<file path="src/rtl/ctrl_step_sequencer.sv">
// Control-step sequencer: fetch T0..T3, then ld/ldi/st execute steps T4..T7 selected by the IR opcode.
// Memory steps stall on mem_ready and abort to IDLE with a sticky fault after MEM_TIMEOUT wait cycles.
module ctrl_step_sequencer #(
  parameter int                OPC_W       = 5,
  parameter int                ALU_OP_W    = 4,
  parameter logic [ALU_OP_W-1:0] ALU_ADD   = 4'b0010,
  parameter logic [OPC_W-1:0]  OP_LD       = 5'd0,
  parameter logic [OPC_W-1:0]  OP_LDI      = 5'd1,
  parameter logic [OPC_W-1:0]  OP_ST       = 5'd2,
  parameter int                TO_W        = 8,
  parameter int                MEM_TIMEOUT = 16,
  parameter int                CNT_W       = 16
) (
  input  logic                clk,
  input  logic                reset_n,
  input  logic                run,
  input  logic [OPC_W-1:0]    ir_opcode,
  input  logic                mem_ready,
  output logic                pc_out,
  output logic                z_low_out,
  output logic                mdr_out,
  output logic                mar_in,
  output logic                z_in,
  output logic                pc_in,
  output logic                mdr_in,
  output logic                ir_in,
  output logic                y_in,
  output logic                c_out,
  output logic                inc_pc,
  output logic                read,
  output logic                write,
  output logic                gra,
  output logic                grb,
  output logic                r_in,
  output logic                r_out,
  output logic                ba_out,
  output logic [ALU_OP_W-1:0] alu_op,
  output logic [3:0]          step,
  output logic                instr_done,
  output logic                illegal_op,
  output logic                fault,
  output logic [CNT_W-1:0]    retired
);

  localparam logic [3:0] S_IDLE = 4'd0;
  localparam logic [3:0] S_T0   = 4'd1;
  localparam logic [3:0] S_T1   = 4'd2;
  localparam logic [3:0] S_T2   = 4'd3;
  localparam logic [3:0] S_T3   = 4'd4;
  localparam logic [3:0] S_T4   = 4'd5;
  localparam logic [3:0] S_T5   = 4'd6;
  localparam logic [3:0] S_T6   = 4'd7;
  localparam logic [3:0] S_T7   = 4'd8;

  localparam logic [TO_W-1:0] TO_LAST = TO_W'(MEM_TIMEOUT - 1);

  logic [3:0]       state, state_nx, boundary;
  logic [OPC_W-1:0] op_q;
  logic [TO_W-1:0]  wait_cnt;
  logic             known_op, is_ld, is_ldi, is_st;
  logic             mem_wait, timeout, last_step;

  assign known_op = (ir_opcode == OP_LD) || (ir_opcode == OP_LDI) || (ir_opcode == OP_ST);
  assign is_ld    = (op_q == OP_LD);
  assign is_ldi   = (op_q == OP_LDI);
  assign is_st    = !is_ld && !is_ldi;

  // Only these steps wait on memory; mem_ready is ignored everywhere else.
  assign mem_wait  = (state == S_T1) || (state == S_T6 && is_ld) || (state == S_T7 && is_st);
  assign timeout   = mem_wait && !mem_ready && (wait_cnt == TO_LAST);
  assign last_step = (state == S_T5 && is_ldi) || (state == S_T7 && is_ld) ||
                     (state == S_T7 && is_st && mem_ready);
  assign boundary  = run ? S_T0 : S_IDLE;

  assign instr_done = last_step;
  assign illegal_op = (state == S_T3) && !known_op;
  assign step       = state;

  // NOTE: every output of always_comb gets a default first, so no path can infer a latch.
  always_comb begin
    state_nx = state;
    case (state)
      S_IDLE: if (run && !fault) state_nx = S_T0;
      S_T0:   state_nx = S_T1;
      S_T1:   if (mem_ready) state_nx = S_T2;
      S_T2:   state_nx = S_T3;
      S_T3:   state_nx = known_op ? S_T4 : boundary;
      S_T4:   state_nx = S_T5;
      S_T5:   state_nx = is_ldi ? boundary : S_T6;
      S_T6:   if (!is_ld || mem_ready) state_nx = S_T7;
      S_T7:   if (is_ld || mem_ready) state_nx = boundary;
      default: state_nx = S_IDLE;
    endcase
    if (timeout) state_nx = S_IDLE;
  end

  always_comb begin
    {pc_out, z_low_out, mdr_out, mar_in, z_in, pc_in, mdr_in, ir_in, y_in,
     c_out, inc_pc, read, write, gra, grb, r_in, r_out, ba_out} = '0;
    alu_op = '0;
    case (state)
      S_T0: begin pc_out = 1'b1; mar_in = 1'b1; inc_pc = 1'b1; z_in = 1'b1; alu_op = ALU_ADD; end
      S_T1: begin z_low_out = 1'b1; pc_in = 1'b1; read = 1'b1; mdr_in = 1'b1; end
      S_T2: begin mdr_out = 1'b1; ir_in = 1'b1; end
      S_T3: begin grb = 1'b1; ba_out = 1'b1; y_in = 1'b1; end
      S_T4: begin c_out = 1'b1; z_in = 1'b1; alu_op = ALU_ADD; end
      S_T5: begin
        z_low_out = 1'b1;
        if (is_ldi) begin gra = 1'b1; r_in = 1'b1; end
        else        mar_in = 1'b1;
      end
      S_T6: begin
        mdr_in = 1'b1;
        if (is_ld) read = 1'b1;
        else begin gra = 1'b1; r_out = 1'b1; end
      end
      S_T7: begin
        if (is_ld) begin mdr_out = 1'b1; gra = 1'b1; r_in = 1'b1; end
        else       write = 1'b1;
      end
      default: ;
    endcase
  end

  // NOTE: sequential state uses non-blocking assignments so all registers update from pre-edge values.
  always_ff @(posedge clk or negedge reset_n) begin
    if (!reset_n) begin
      state    <= S_IDLE;
      op_q     <= '0;
      wait_cnt <= '0;
      fault    <= 1'b0;
      retired  <= '0;
    end else begin
      state <= state_nx;
      if (state == S_T3 && known_op) op_q <= ir_opcode;
      // Any step change restarts the wait count, so each memory step gets a fresh budget.
      if (state_nx != state)           wait_cnt <= '0;
      else if (mem_wait && !mem_ready) wait_cnt <= wait_cnt + TO_W'(1);
      if (timeout)   fault   <= 1'b1;
      if (last_step) retired <= retired + CNT_W'(1);
    end
  end

endmodule

</file>
<file path="config.mk">
export PLATFORM = sky130hd
export DESIGN_NAME = ctrl_step_sequencer
export DESIGN_NICKNAME = d
export VERILOG_FILES = /design/src/rtl/ctrl_step_sequencer.sv
export SDC_FILE = /design/constraint.sdc
export NUM_CORES = 1
export LEC_CHECK = 0
export CORE_ASPECT_RATIO = 1.75
export CORE_MARGIN = 1
export CORE_UTILIZATION = 60
export CTS_CLUSTER_SIZE = 25
export DETAILED_ROUTE_END_ITERATION = 8
export DONT_BUFFER_PORTS = 1
export GPL_TIMING_DRIVEN = 0
export PLACE_DENSITY = 0.75
export SLEW_MARGIN = 20
export SYNTH_ARGS = -nofsm -noshare
export SYNTH_HDL_FRONTEND = slang
export SYNTH_SLANG_ARGS = --single-unit
</file>
<file path="constraint.sdc">
create_clock -name clk -period 5 [get_ports clk]
set_input_delay 1 -clock clk [delete_from_list [all_inputs] [get_ports clk]]
set_output_delay 1 -clock clk [all_outputs]
set_load 0.05 [all_outputs]
</file>
==> summary.txt, run 1 <==
Cells and area
  – Share of cells above drive strength 1: 0.145
  – Sequential cell area: 851 um^2
  – Syn-to-layout area delta: 9.94%
  – # diodes: 0
  – Final net count: 239
  – Finished Layout Cells: 270
  – Fillers: 255
  – Post-route cell area: 2160 um^2
  – Area of the multi-input gates: 1030 um^2
  – Utilization after layout: 0.687

Worst setup path
  – R2R cell count: 7
  – Worst Path Arrival: 2.86 ns
  – CP delay by family, top: simple AND/OR/NAND/NOR gates
  – Worst-path cell chain: clkbuf_1 -> nand2_1 -> nor2_1 -> buf_4
  – Setup crit end kind: output pin
  – Worst Setup Path Type: reg2out
  – RR Endpoint: retired[15]
  – Bufs and invs on worst path: 2
  – Worst R2R Setup Slack: 1.63 ns
  – Crit path max-delay cell type: nor2_1
  – FF-to-FF Start: step[3]
  – CP Launch Point: step[0]
  – Max stage delay on crit path: 0.79 ns
  – Nature of the critical path startpoint: register
  – Worst EP required: 4.00 ns
  – Critical Path Fanout Max: 10

STA
  – Worst Tran Pin Value: 0.986 ns
  – Pins Over Slew Limit: 0
  – Clk_skew: 0.0110 ns
  – PnR worst setup slack: 1.14 ns
  – Final count of negative-setup-slack endpoints: 0
  – FMAX: 0.259 GHz
  – Period utilisation layout: 0.772
  – RSZ-0062 raised after global routing: false
  – Setup_tns: 0 ns
  – Fin crit period: 3.86 ns
  – Relative slew slack: 0.341
  – Fin. Hold Viols: 0

Global routing
  – First-pass GRT wire length: 6940 um
  – GRT Resource Usage Total: 0.273
  – Initial antenna violation count: 0
  – Vias in the first global route: 1597
  – Largest net degree at the start of global routing: 35
  – Overflow after GRT: 0

Route
  – Routed vias: 1609
  – DRT antenna net count: 0
  – Drt pass-1 iters: 4
  – Post-route DRC: 0
  – Vias per std cell: 5.96
  – Post-Route WL: 4420 um
  – WL per Instance: 16.4 um
  – DR iter-0 viols: 37

Run status
  – Status: finished clean

Placed design
  – Routability congestion estimate: 0.856
  – Placement Cell Area: 2060 um^2
  – Place WS: 1.51 ns
  – Port Buf Inserts: 0
  – DP Cell Count: 264
  – Post-DP HPWL: 3260 um

Clock network
  – H-tree levels: 2
  – # clock sinks: 34
  – CTS tree: yes
  – Clock buffer depth: 2
  – Clock Tree Root: clkbuf_8
  – Clock slew at reported path FFs: 0.07 ns
  – Setup Fix Bufs, Post-CTS: 0
  – Post-CTS Hold Fix Bufs: 0
  – CTS Buf Count: 5
  – # resized after CTS: 0
  – Worst-Skew Late Latency: 0.28 ns

Floorplanning
  – Placeable core area: 3140 um^2
  – Die Area: 3510 um^2
  – Cell Rows: 27
  – Initial Util: 0.625
  – I/O pin total: 54
  – Die X: 45.2 um
  – Die height: 77.7 um

Power
  – Leakage: 1.01 nW
  – Power per cell area: 552 nW/um^2
  – Max IR drop VDD: 0.316 mV

Yosys
  – Sequential area share after synthesis: 0.433
  – Avg Cell Area, Syn: 9.09 um^2
  – Area contributors post-synth: dfrtp_1, xor2_1, nand2_1, xnor2_1, nor2_1
  – Yosys warns: 0
  – Synth cell types: 53
  – Top-count cell post-synth: dfrtp_1
  – Commonest cells in the netlist: dfrtp_1, nand2_1, nor2_1
  – Top-area cell type share of the netlist area: 0.433
  – Flops & latches, synth: 34
  – Prevailing post-synth register cell: dfrtp_1
  – Post-synth EDFFs: 0
  – Post-Synthesis Cell Area: 1960 um^2
  – Yosys top cell by area: dfrtp_1
  – Fraction of registers with async set/reset: 1.00
  – Synth Instances: 216

Run
  – Max-Cap Viols: 0

Min path
  – Hold crit path type: in2async
==> through the flow <==
step                power (mW)  hold slack (ns)
CTS                       1.19            0.395
detailed placement       0.985            0.493
global route              1.25            0.390
finish                    1.19            0.405
global placement         0.955            0.485
floorplan                0.890            0.469
==> cell type report <==
| cell class | instances | area share |
|---|---|---|
| Timing Repair Buffer | 3 | 0.00696 |
| Clock buffer | 6 | 0.0383 |
| Sequential cell | 34 | 0.394 |
| Multi-Input combinational cell | 158 | 0.477 |
| Tap cell | 43 | 0.0249 |
| Buffer | 18 | 0.0452 |
| Inverter | 8 | 0.0139 |
==> state kept, by name (all words and copies together), names as in the netlist <==
register	flops
wait_cnt	8
step	4
retired	16
fault	1
op_q	5
==> how the worst max path moves through the flow <==
stage,endpoint,slack [ns],cells after the start
2_1_floorplan,grb,1.15,5
3_3_place_gp,y_in,0.81,5
3_5_place_dp,alu_op[1],1.51,4
4_1_cts,alu_op[1],1.19,4
5_1_grt,alu_op[1],1.03,4
6_report,alu_op[1],1.14,4
==> power breakdown <==
| part | leakage (nW) | switching (mW) | internal (mW) | total [mW] |
|---|---|---|---|---|
| clock | 0.0431 | 0.0914 | 0.106 | 0.198 |
| sequential | 0.459 | 0.0973 | 0.301 | 0.398 |
| combinational | 0.504 | 0.456 | 0.139 | 0.595 |
| total | 1.01 | 0.645 | 0.546 | 1.19 |
==> cells in the final DEF (no fill, tap or decap), drive strengths merged, types with 2 or more instances in the layout <==
master  netlist  layout
nand3         4       4
inv           8       8
conb          1       3
nand3b        3       3
and3          3       3
and2          3       3
nand4         6       6
xnor2        10      10
a21oi         7       7
or4           2       2
a211oi        2       2
buf          10      13
xor2         13      13
nor3         14      14
nand4b        2       2
dfrtp        34      34
a21o          2       2
nand2b        2       2
clkbuf        8      14
nor2         22      22
nor4b         2       2
ha            2       2
nor4          2       2
mux2          3       3
nor2b         2       2
nand2        25      25
o21ai         5       5
==> kinds of logic after synthesis <==
family | share of synthesized area
other cells | 0.00191
buf+inv | 0.0650
compound gates | 0.101
fa+ha+maj | 0.0127
flops | 0.433
xor+xnor | 0.103
mux | 0.0223
simple gates | 0.261
==> routing by layer <==
| metal | vias up | part of all wire | GRT usage |
|---|---|---|---|
| met4 | 0 | 0.041 | 0.167 |
| li1 | 767 | - | - |
| met5 | - | 0 | 0 |
| met3 | 13 | 0.050 | 0.0605 |
| met2 | 67 | 0.55 | 0.487 |
| met1 | 762 | 0.36 | 0.264 |
No activity file was read; power rests on OpenSTA's default activity.
==> inputs of run 2 (changes only) <==
--- a/config.mk
+++ b/config.mk
@@ -7,12 +7,12 @@
 export LEC_CHECK = 0
 export CORE_ASPECT_RATIO = 1.75
 export CORE_MARGIN = 1
-export CORE_UTILIZATION = 60
+export CORE_UTILIZATION = 56
 export CTS_CLUSTER_SIZE = 25
 export DETAILED_ROUTE_END_ITERATION = 8
 export DONT_BUFFER_PORTS = 1
 export GPL_TIMING_DRIVEN = 0
-export PLACE_DENSITY = 0.75
+export PLACE_DENSITY = 0.73
 export SLEW_MARGIN = 20
 export SYNTH_ARGS = -nofsm -noshare
 export SYNTH_HDL_FRONTEND = slang
==> constraint.sdc (replaced) <==
create_clock -name clk -period 3.5 [get_ports clk]
set_input_delay 0.7 -clock clk [delete_from_list [all_inputs] [get_ports clk]]
set_output_delay 0.7 -clock clk [all_outputs]
set_load 0.05 [all_outputs]
==> summary.txt, run 2 (synthesis results as in run 1) <==
Run status
  – Status: finished clean

Min path
  – Hold crit path type: in2async

STA
  – Pins Over Slew Limit: 0
  – Worst hold margin: 0.0928 ns
  – Period utilisation layout: 0.989
  – Fin. Hold Viols: 0
  – PnR worst setup slack: 0.0387 ns
  – Relative slew slack: 0.369
  – Clk_skew: 0.0117 ns
  – Final count of negative-setup-slack endpoints: 0
  – Worst Tran Pin Value: 0.941 ns
  – FMAX: 0.289 GHz
  – Fin crit period: 3.46 ns
  – RSZ-0062 raised after global routing: false

Global routing
  – Overflow after GRT: 0
  – GRT Resource Usage Total: 0.247
  – Vias in the first global route: 1519
  – First-pass GRT wire length: 6560 um
  – Initial antenna violation count: 0
  – Largest net degree at the start of global routing: 35

Power
  – Leakage: 1.02 nW
  – Power per cell area: 792 nW/um^2
  – Max IR drop VDD: 0.515 mV

Route
  – Drt pass-1 iters: 4
  – Vias per std cell: 5.86
  – Routed vias: 1601
  – Post-Route WL: 4280 um
  – Post-route DRC: 0
  – DR iter-0 viols: 52
  – DRT antenna net count: 0
  – WL per Instance: 15.7 um

Placed design
  – Post-DP HPWL: 3160 um
  – Port Buf Inserts: 0
  – Placement Cell Area: 2060 um^2
  – Place WS: 0.0989 ns
  – DP Cell Count: 265
  – Routability congestion estimate: 0.884

Worst setup path
  – Setup crit end kind: output pin
  – Worst EP required: 2.80 ns
  – Max stage delay on crit path: 0.65 ns
  – Crit path max-delay cell type: dfrtp_1
  – Critical Path Fanout Max: 10
  – RR Endpoint: retired[15]
  – FF-to-FF Start: step[3]
  – Worst Setup Path Type: reg2out
  – Worst Path Arrival: 2.76 ns
  – R2R cell count: 7
  – Bufs and invs on worst path: 2
  – CP delay by family, top: buffers and inverters
  – Nature of the critical path startpoint: register
  – Worst-path cell chain: buf_2 -> clkbuf_1 -> and3_1 -> a21o_1
  – Worst R2R Setup Slack: 0.41 ns

Floorplanning
  – Die Area: 3760 um^2
  – Cell Rows: 28
  – I/O pin total: 54
  – Placeable core area: 3360 um^2
  – Initial Util: 0.584
  – Die X: 46.8 um
  – Die height: 80.3 um

Cells and area
  – Commonest non-fill, non-tap cell in the layout: dfrtp_1
  – Share of cells above drive strength 1: 0.171
  – Fillers: 311
  – Top reg by flops: retired
  – Final net count: 238
  – Post-route cell area: 2190 um^2
  – Syn-to-layout area delta: 11.4%
  – # diodes: 0
  – Max reg flops: 16
  – Finished Layout Cells: 273
  – Most frequent cells in the layout: dfrtp_1, nand2_1, nor2_1, xor2_1
  – Biggest regs: retired (16), wait_cnt (8), op_q (5)

Clock network
  – # clock sinks: 34
  – CTS Buf Count: 5
  – Setup Fix Bufs, Post-CTS: 0
  – CTS tree: yes
  – H-tree levels: 2
  – Clock slew at reported path FFs: 0.08 ns
  – Clock Tree Root: clkbuf_8
  – Clock buffer depth: 2
  – Worst-Skew Late Latency: 0.29 ns

Run
  – Max-Cap Viols: 0
## run 2: cell count changes in the layout (fill, tap and decap cells not counted)
| cell | previous run | this run |
|---|---|---|
| nor4b_1 | 2 | 1 |
| nor2_1 | 22 | 21 |
| clkinv_2 | 0 | 1 |
| clkbuf_1 | 8 | 6 |
| buf_1 | 2 | 1 |
| nor3_4 | 0 | 1 |
| clkinvlp_4 | 0 | 1 |
| nor4b_2 | 0 | 1 |
| nor3_2 | 4 | 3 |
| clkbuf_2 | 0 | 2 |
| nor2_2 | 0 | 1 |
## run 2: layout make-up
| cell class | count | area (um^2) | share of cell area |
|---|---|---|---|
| timing repair buffer | 2 | 11.3 | 0.00515 |
| buffer | 18 | 100 | 0.0458 |
| sequential | 34 | 851 | 0.389 |
| clock inverter | 2 | 12.5 | 0.00572 |
| tap | 45 | 56.3 | 0.0257 |
| inverter | 8 | 30.0 | 0.0137 |
| multi-input combinational | 158 | 1040 | 0.477 |
| clock buffer | 6 | 82.6 | 0.0378 |
## run 2: power by group
part	leakage, nW	switching, mW	internal, mW
sequential	0.459	0.143	0.429
combinational	0.511	0.653	0.204
clock	0.0472	0.144	0.158
total	1.02	0.940	0.792
## run 2: how the worst max path moves through the flow
stage,from,end,slack (ns),cells past startpoint
finish,step[1],mdr_out,0.04,4
floorplan,step[2],illegal_op,0.008,4
CTS,step[2],illegal_op,-0.06,4
global placement,step[2],illegal_op,-0.17,4
detailed placement,step[2],y_in,0.1,5
global route,step[1],mdr_out,0.004,4
## run 2: repair_timing
| item | 4_1_cts | 5_1_grt |
|---|---|---|
| pin swaps | 0 | 1 |
| hold buffers | 0 | 0 |
| setup endpoints to repair | 3 | 3 |
| gates resized for setup | 2 | 5 |
## run 2: metal layers
metal  global-route usage  vias up  wire [um]
met5                    0        -          0
met4                0.143        0         85
met3               0.0652        8        232
met2                0.421       65       2290
met1                0.255      768       1670
li1                     -      760          -
## run 2: metrics by stage
step | util | setup TNS [ns] | power (mW)
after floorplan | - | 0 | 1.27
after global placement | 0.604 | -0.185 | 1.37
after detailed placement | 0.613 | 0 | 1.41
after CTS | 0.644 | -0.0563 | 1.72
after global routing | 0.650 | 0 | 1.82
final | 0.650 | 0 | 1.73
